`src/rtl/gpr_wb_sched_if.sv`:
```
// Bundle of signals between the GPR write-port scheduler and its neighbours:
// pipeline writeback, long-latency result return, ID hazard check and the register file port.
interface gpr_wb_sched_if;
    logic        pipe_regwr;
    logic [4:0]  pipe_regdst_addr;
    logic [31:0] pipe_data;
    logic        pipe_hold;

    logic        lng_issue;
    logic [4:0]  lng_issue_addr;
    logic        lng_valid;
    logic [4:0]  lng_addr;
    logic [31:0] lng_data;
    logic        lng_ready;

    logic [4:0]  id_rs_addr;
    logic [4:0]  id_rt_addr;
    logic [4:0]  id_rd_addr;
    logic        id_rd_valid;
    logic        id_stall;

    logic        wr_regwr;
    logic [4:0]  wr_regdst_addr;
    logic [31:0] wr_data;

    modport master (
        output pipe_regwr, pipe_regdst_addr, pipe_data,
        output lng_issue, lng_issue_addr, lng_valid, lng_addr, lng_data,
        output id_rs_addr, id_rt_addr, id_rd_addr, id_rd_valid,
        input  pipe_hold, lng_ready, id_stall,
        input  wr_regwr, wr_regdst_addr, wr_data
    );

    modport slave (
        input  pipe_regwr, pipe_regdst_addr, pipe_data,
        input  lng_issue, lng_issue_addr, lng_valid, lng_addr, lng_data,
        input  id_rs_addr, id_rt_addr, id_rd_addr, id_rd_valid,
        output pipe_hold, lng_ready, id_stall,
        output wr_regwr, wr_regdst_addr, wr_data
    );
endinterface

```
`src/rtl/gpr_wb_sched.sv`:
```
// Shares the GPR write port between pipeline writeback and a one-entry long-result buffer,
// and tracks pending long-latency destinations for ID stalls. Define GPR_WB_STARVE_EN for the starvation guard.
module gpr_wb_sched #(
    parameter int unsigned STARVE_MAX = 8
) (
    input  logic           clk,
    input  logic           rst,
    gpr_wb_sched_if.slave  bus
);

    if (STARVE_MAX < 1 || STARVE_MAX > 15) begin : g_starveMaxRange
        $error("gpr_wb_sched: STARVE_MAX must be within 1..15");
    end

    logic [31:0] r_pending;
    logic        r_bufValid;
    logic [4:0]  r_bufAddr;
    logic [31:0] r_bufData;

    logic        w_portFree;
    logic        w_drain;
    logic        w_forceDrain;
    logic        w_lngReady;
    logic        w_accept;
    logic        w_pipeWrite;
    logic [31:0] w_pendingNext;

    assign w_portFree  = ~bus.pipe_regwr | (bus.pipe_regdst_addr == 5'd0);
    assign w_pipeWrite = bus.pipe_regwr & (bus.pipe_regdst_addr != 5'd0);
    assign w_drain     = r_bufValid & (w_portFree | w_forceDrain);
    assign w_lngReady  = ~r_bufValid & ~rst;
    assign w_accept    = bus.lng_valid & w_lngReady;

`ifdef GPR_WB_STARVE_EN
    localparam logic [3:0] STARVE_LIMIT = 4'(STARVE_MAX);

    logic [3:0] r_starveCnt;

    assign w_forceDrain = r_bufValid & ~w_portFree & (r_starveCnt == STARVE_LIMIT);

    // Counts consecutive cycles the buffered result lost the port; saturates at the limit.
    always_ff @(posedge clk) begin
        if (rst) begin
            r_starveCnt <= 4'd0;
        end else if (!r_bufValid || w_drain) begin
            r_starveCnt <= 4'd0;
        end else if (r_starveCnt != STARVE_LIMIT) begin
            r_starveCnt <= r_starveCnt + 4'd1;
        end
    end
`else
    assign w_forceDrain = 1'b0;
`endif

    always_ff @(posedge clk) begin
        if (rst) begin
            r_bufValid <= 1'b0;
            r_bufAddr  <= 5'd0;
            r_bufData  <= 32'd0;
        end else if (w_drain) begin
            r_bufValid <= 1'b0;
        end else if (w_accept && bus.lng_addr != 5'd0) begin
            r_bufValid <= 1'b1;
            r_bufAddr  <= bus.lng_addr;
            r_bufData  <= bus.lng_data;
        end
    end

    // Issue is applied after drain so a same-index set/clear leaves the bit set.
    always_comb begin
        w_pendingNext = r_pending;
        if (w_drain) begin
            w_pendingNext[r_bufAddr] = 1'b0;
        end
        if (bus.lng_issue) begin
            w_pendingNext[bus.lng_issue_addr] = 1'b1;
        end
        w_pendingNext[0] = 1'b0;
    end

    always_ff @(posedge clk) begin
        if (rst) begin
            r_pending <= 32'd0;
        end else begin
            r_pending <= w_pendingNext;
        end
    end

    assign bus.lng_ready      = w_lngReady;
    assign bus.pipe_hold      = ~rst & w_forceDrain;
    assign bus.wr_regwr       = ~rst & (w_drain | w_pipeWrite);
    assign bus.wr_regdst_addr = w_drain ? r_bufAddr : bus.pipe_regdst_addr;
    assign bus.wr_data        = w_drain ? r_bufData : bus.pipe_data;

    // The file still returns the old value during the drain cycle, so stalls hold until the edge.
    assign bus.id_stall = ~rst & (r_pending[bus.id_rs_addr] | r_pending[bus.id_rt_addr]
                                  | (bus.id_rd_valid & r_pending[bus.id_rd_addr]));

endmodule

```
`src/flat_wrapper.sv`:
```
// flat-port wrapper written by rule: the top's interface ports become plain ports
module gpr_wb_sched_flat 
#(
    parameter int unsigned STARVE_MAX = 8
)
  (clk, rst, bus_pipe_regwr, bus_pipe_regdst_addr, bus_pipe_data, bus_lng_issue, bus_lng_issue_addr, bus_lng_valid, bus_lng_addr, bus_lng_data, bus_id_rs_addr, bus_id_rt_addr, bus_id_rd_addr, bus_id_rd_valid, bus_pipe_hold, bus_lng_ready, bus_id_stall, bus_wr_regwr, bus_wr_regdst_addr, bus_wr_data);
  gpr_wb_sched_if bus_i ();
  input  logic clk;
  input  logic rst;
  input wire logic [$bits(bus_i.pipe_regwr)-1:0] bus_pipe_regwr;
  input wire logic [$bits(bus_i.pipe_regdst_addr)-1:0] bus_pipe_regdst_addr;
  input wire logic [$bits(bus_i.pipe_data)-1:0] bus_pipe_data;
  input wire logic [$bits(bus_i.lng_issue)-1:0] bus_lng_issue;
  input wire logic [$bits(bus_i.lng_issue_addr)-1:0] bus_lng_issue_addr;
  input wire logic [$bits(bus_i.lng_valid)-1:0] bus_lng_valid;
  input wire logic [$bits(bus_i.lng_addr)-1:0] bus_lng_addr;
  input wire logic [$bits(bus_i.lng_data)-1:0] bus_lng_data;
  input wire logic [$bits(bus_i.id_rs_addr)-1:0] bus_id_rs_addr;
  input wire logic [$bits(bus_i.id_rt_addr)-1:0] bus_id_rt_addr;
  input wire logic [$bits(bus_i.id_rd_addr)-1:0] bus_id_rd_addr;
  input wire logic [$bits(bus_i.id_rd_valid)-1:0] bus_id_rd_valid;
  output wire logic [$bits(bus_i.pipe_hold)-1:0] bus_pipe_hold;
  output wire logic [$bits(bus_i.lng_ready)-1:0] bus_lng_ready;
  output wire logic [$bits(bus_i.id_stall)-1:0] bus_id_stall;
  output wire logic [$bits(bus_i.wr_regwr)-1:0] bus_wr_regwr;
  output wire logic [$bits(bus_i.wr_regdst_addr)-1:0] bus_wr_regdst_addr;
  output wire logic [$bits(bus_i.wr_data)-1:0] bus_wr_data;
  assign bus_i.pipe_regwr = bus_pipe_regwr;
  assign bus_i.pipe_regdst_addr = bus_pipe_regdst_addr;
  assign bus_i.pipe_data = bus_pipe_data;
  assign bus_i.lng_issue = bus_lng_issue;
  assign bus_i.lng_issue_addr = bus_lng_issue_addr;
  assign bus_i.lng_valid = bus_lng_valid;
  assign bus_i.lng_addr = bus_lng_addr;
  assign bus_i.lng_data = bus_lng_data;
  assign bus_i.id_rs_addr = bus_id_rs_addr;
  assign bus_i.id_rt_addr = bus_id_rt_addr;
  assign bus_i.id_rd_addr = bus_id_rd_addr;
  assign bus_i.id_rd_valid = bus_id_rd_valid;
  assign bus_pipe_hold = bus_i.pipe_hold;
  assign bus_lng_ready = bus_i.lng_ready;
  assign bus_id_stall = bus_i.id_stall;
  assign bus_wr_regwr = bus_i.wr_regwr;
  assign bus_wr_regdst_addr = bus_i.wr_regdst_addr;
  assign bus_wr_data = bus_i.wr_data;
  gpr_wb_sched #(.STARVE_MAX(STARVE_MAX)) u_core (.clk(clk), .rst(rst), .bus(bus_i));
endmodule
```
`config.mk`:
```
export PLATFORM = sky130hd
export DESIGN_NAME = gpr_wb_sched_flat
export DESIGN_NICKNAME = d
export VERILOG_FILES = /design/src/rtl/gpr_wb_sched_if.sv /design/src/rtl/gpr_wb_sched.sv /design/src/flat_wrapper.sv
export SDC_FILE = /design/constraint.sdc
export NUM_CORES = 1
export LEC_CHECK = 0
export BUFFER_PORTS_ARGS = -buffer_cell sky130_fd_sc_hd__buf_2
export CAP_MARGIN = 30
export CORE_MARGIN = 10
export CORE_UTILIZATION = 45
export DETAILED_ROUTE_END_ITERATION = 10
export PLACE_DENSITY = 0.77
export SETUP_SLACK_MARGIN = 0.4
export SLEW_MARGIN = 40
export SYNTH_ARGS = -nofsm -noshare
export SYNTH_HDL_FRONTEND = slang
export SYNTH_SLANG_ARGS = --single-unit
```
`constraint.sdc`:
```
create_clock -name clk -period 1.7 [get_ports clk]
set_clock_uncertainty 0.1 [all_clocks]
set_input_delay 0.085 -clock clk [delete_from_list [all_inputs] [get_ports clk]]
set_output_delay 0.085 -clock clk [all_outputs]
set_load 0.05 [all_outputs]
```
After elaboration in Yosys (flattened, before gate mapping)
Cells that the tools add are included.
{ "word_totals": {"latch_bits": 0, "input_bits": 100, "ram_bits": 0, "ff_bits": 70, "memories": 0, "mem_bits_ro": 0} }
{ "classes": {"n_bitwise": 18, "n_reduce_logical": 8, "magnitude_cmp": 7, "shift": 0, "n_eq_ne": 0, "n_mux": 14, "addsub": 0, "multipliers": 0, "div_mod_pow": 0} }
{ "op_table": {"columns": ["cell", "count"], "rows": [
  ["32-bit two-way mux", 3],
  ["32-bit bitwise AND", 1],
  ["32-bit NOT", 1],
  ["32-bit OR", 1],
  ["5-bit by 6-bit less-than comparator with 1-bit output, second input constant", 5],
  ["1-bit binary-select mux with 5-bit select", 3],
  ["1-bit demux with 5-bit select", 2],
  ["5-bit by 1-bit >= comparator with 1-bit output, second input constant", 2],
  ["5-bit nonzero test", 2],
  ["1-bit bitwise AND", 7],
  ["5-bit logical NOT", 1],
  ["1-bit two-way mux", 5],
  ["5-bit two-way mux", 1],
  ["1-bit NOT", 4],
  ["1-bit OR", 4],
  ["1-bit logical AND", 3],
  ["2-bit AND reduction", 1],
  ["2-bit OR reduction", 1]
]} }

Longest topological paths before layout
{ "logic_depth": {"word_depth": 9, "ltp_mapped": 7, "depth_no_buf": 5} }

Worst setup path before layout
Ideal clock, no wire load.
{ "synth_path": {"path_kind": "input to output", "from": "in bus_id_rt_addr[0]", "to": "out bus_id_stall", "arrival_time_ns": 2.119, "n_path_buf": 1, "t_required_ns": 1.515, "path_stages": 6, "path_slack_ns": -0.604, "path_cell_list": "buf_2 > mux4_2 > nor2b_1 > or4_1 > and4_1 > a41oi_1"} }
{ "synth_between": {"elab_chain_len": 5} }
{ "synth_lines": {"columns": ["element", "line", "text"], "rows": [
  ["start, declared", "flat_wrapper.sv:19", "input wire logic [$bits(bus_i.id_rt_addr)-1:0] bus_id_rt_addr;"],
  ["1-bit binary-select mux with 5-bit select", "gpr_wb_sched.sv:96", "assign bus.id_stall = ~rst & (r_pending[bus.id_rs_addr] | r_pending[bus.id_rt_addr]"],
  ["1-bit two-way mux (not written as such)", "gpr_wb_sched.sv:96", null],
  ["1-bit OR", "gpr_wb_sched.sv:96", null],
  ["1-bit OR", "gpr_wb_sched.sv:97", "| (bus.id_rd_valid & r_pending[bus.id_rd_addr]));"],
  ["1-bit bitwise AND", "gpr_wb_sched.sv:96", null],
  ["end, declared", "flat_wrapper.sv:24", "output wire logic [$bits(bus_i.id_stall)-1:0] bus_id_stall;"]
]} }
Every way passes these cells. The select of a mux whose other input is x is not followed.

Worst setup path in the final report
{ "layout_path": {"from": "reg u_core.r_pending[31]", "to": "out bus_id_stall"} }
{ "layout_between": {"elab_chain_len": 5} }
{ "layout_lines": {"columns": ["element", "line", "text"], "rows": [
  ["start, declared", "gpr_wb_sched.sv:15", "logic [31:0] r_pending;"],
  ["start signal, assigned", "gpr_wb_sched.sv:85", "r_pending <= w_pendingNext;"],
  ["1-bit binary-select mux with 5-bit select (on tied branches)", "gpr_wb_sched.sv:96, gpr_wb_sched.sv:97", null],
  ["1-bit two-way mux (on tied branches)", "gpr_wb_sched.sv:96, gpr_wb_sched.sv:97", null],
  ["1-bit OR / 1-bit bitwise AND (equally long branches)", "gpr_wb_sched.sv:96, gpr_wb_sched.sv:97", null],
  ["1-bit OR *", "gpr_wb_sched.sv:97", null],
  ["1-bit bitwise AND *", "gpr_wb_sched.sv:96", null]
]} }
Every way passes the cells marked *; elsewhere a longest branch is shown, timed or not. The select of a mux whose other input is x is not followed.

==> results.md <==
* Final Critical Period at around 2.4 ns
* Antenna violations before repair at 3
* Mean post-synth cell area at around 8.6 µm²
* Status: finished with violations
* Worst setup margin at -0.6881 ns
* Period Utilization, post-route at 1.405
* Distinct cells, synth at 42
* Worst skew pair latency at 0.37 ns
* Final-report hold violation count at 0
* Vias per inst at between 6 and 7
* DRT Pass-1 Iters at 6
* Yosys reg bits at about 70
* Area share of the leading cell type in the synthesized netlist at 0.3558
* Global-route wire length before repair at about 29000 µm
* Residual DRC count at 0
* Drt wl/cell at approximately 32 µm
* Worst EP required at approximately 1.5 ns
* GPL Wtd Cong at between 0.9 and 1
* CTS tree: built
* Pleak at between 3 and 4 nW
* Root buffer cell: clkbuf_8
* Number of global-route vias before repair at 5264
* Layout Nets at a little under 800
* Ports at roughly 140
* Layout Cells excl Fill at 801
* Slew @ Worst Pin at between 0.7 and 0.8 ns
* H-Tree Depth at 3
* Final wirelength at between 20000 and 30000 µm
* Via total after detailed routing at 5506
* Layout Utilization at 0.8829
* Startpoint types: flip-flop
* Total power at roughly 0.0050 W
* Headroom to the max-slew limit at 0.4958
* Peak supply drop at ~0.8 mV
* Num CTS Buffers at 9
* Die area at about 0.013 mm²
* Achievable clock frequency at roughly 0.42 GHz
* Cell Rows at 33
* Initial Util at 0.4678
* P&R area growth vs syn at 88.72%
* Total gr overflow at 0
* Failing checks: negative setup slack
* Layout cells sized above 1 at 0.6219
* Cell Count Post-Placement at approximately 700
* Global Route Usage Sum at 0.2870
* Gate Count Post-Synth at roughly 450
* Unrepaired setup endpoints after global routing: true
* Die Wd at 112.9 µm
* Final Slew Violations at 0
* Setup TNS at -17.20 ns
* Largest net degree at the start of global routing at 26
* Syn Nets at ~550
* Worst-path clk slew at 0.08 ns
* Yosys warns at 0
* Fraction of the yosys area taken by sequential cells at 0.3558
* Die height at between 100 and 150 µm
* DP Wirelength at 10600 µm
* WS Path Type: reg -> out
* Crit Path Max Fanout at 2
* Area leader, netlist: dfxtp_1
* Core area at about 0.0083 mm²
* Port bufs at about 140
* CP endpoint kind: primary output
* Clock Tree Buf Depth at 2
* Multi-input logic area at 0.003194 mm²
* Max_cap viols at 0
* Largest cells by area after synthesis: dfxtp_1, mux2_2, mux4_2
* 1st-iter DRT viols at 661
* Seq. cell area at 0.001383 mm²
* TritonCTS Sinks at 69
* Worst EP arrival at between 2 and 2.5 ns
* Pwr Density at 680.7 mW/mm²
* Post-placement setup slack at -0.3555 ns
* Mapped Area at approximately 0.0039 mm²
* Layout fillers at roughly 280
* Setup violators final at 72
* Hold Crit Class: in -> reg
* Antenna viol nets, final at 0
Yosys cell counts, drive strengths merged:
cell and number:
a21oi 71, a221oi 1, a31oi 1, a41oi 1, and2 1, and3 2, and3b 2, and4 1
buf 14, clkbuf 17, conb 1, dfxtp 69, inv 2, mux2 40, mux2i 11, mux4 19
nand2 115, nand3 5, nand3b 8, nand4 1, nand4b 2, nor2 9, nor2b 4, nor3 2
nor3b 4, nor4bb 1, o2111ai 3, o211a 1, o211ai 2, o21ai 32, o31ai 1, or3 1
or3b 1, or4 3, or4b 1
cell usage in the layout, fill, tap and decap left out, types with 3 or more instances in the layout:
cell type and count:
mux2_4 37, mux4_2 19, buf_16 7, dfxtp_1 68, mux2i_1 11, nand2_2 18
nor3b_1 4, mux2_2 3, nand2_4 31, nor2_1 7, buf_12 10, a21oi_1 29
buf_6 53, a21oi_4 5, diode_2 3, dlygate4sd3_1 37, nor2b_1 4, clkbuf_8 12
nand3b_1 8, nand3_1 5, nand2_1 65, buf_4 46, o21ai_2 25, buf_8 9
o21ai_4 6, buf_2 96, a21oi_2 37
critical path, cell delays in order (launching register included):
cell       delay (ns)
dfxtp_1          0.33
mux4_2           0.48
mux4_2           0.51
o2111ai_2        0.23
a41oi_4          0.13
buf_6            0.18
kinds of logic after synthesis:
kind of cell | count (synthesis) | share of synthesized area
muxes | 70 | 0.2546
and+or+nand+nor | 163 | 0.1937
AOI/OAI and AO/OA | 113 | 0.1582
DFF | 69 | 0.3558
buffers and inverters | 33 | 0.03674
other | 1 | 0.0009659
flip-flops by register name, summed over array words and instances, names as in the netlist:
| register | count |
|---|---|
| u_core.r_bufData | 32 |
| u_core.r_pending | 31 |
| u_core.r_bufAddr | 5 |
| u_core.r_bufValid | 1 |
worst paths after layout:
| kind | startpoint | to | slack [ns] | depth (start not counted) |
|---|---|---|---|---|
| worst min register to register | u_core.r_bufData[25]$_SDFFE_PP0P_ | u_core.r_bufData[25]$_SDFFE_PP0P_ | 0.40 | 2 |
| worst min-delay path | bus_lng_issue_addr[2] | u_core.r_pending[1]$_SDFF_PP0_ | 0.14 | 4 |
| worst max-delay path | u_core.r_pending[31]$_SDFF_PP0_ | bus_id_stall | -0.69 | 5 |
| worst max register to register | u_core.r_bufValid$_SDFFE_PP0P_ | u_core.r_bufData[21]$_SDFFE_PP0P_ | -0.10 | 8 |
cell type report:
class,count,share of cell area
Antenna cell,3,0.001025
Clock buffer,12,0.02254
Clock inverter,3,0.009221
Inverter,2,0.001025
Multi-Input combinational cell,347,0.4360
Sequential cell,69,0.1887
Tap cell,105,0.01793
Timing Repair Buffer,260,0.3236
routing by layer:
layer / wire (µm) / global-route usage
met5: 13 / 0
met4: 2494 / 0.1607
met3: 3859 / 0.08135
met2: 11370 / 0.5157
met1: 7641 / 0.2922
metrics by stage:
step	hold slack, ns	instance area [µm²]
3_3_place_gp	0.2268	5259
4_1_cts	0.04399	6822
2_1_floorplan	0.1210	4148
3_5_place_dp	0.2309	5259
6_report	0.1397	7327
5_1_grt	0.1299	7322
where the power goes:
part	internal, W	switching, W	leakage (nW)
sequential	0.00167	0.0000751	0.561
combinational	0.000695	0.000871	2.45
clock	0.000941	0.000738	0.115
what timing repair did:
item / CTS / global route
hold buffers: 37 / 0
endpoints found under the hold margin: 37 / 0
setup buffers: 11 / 5
pin swaps: 10 / 15
endpoints found under the setup margin: 109 / 109
gates cloned: 9 / 2
gates resized for setup: 201 / 88
(Power assumes the default switching activity.)
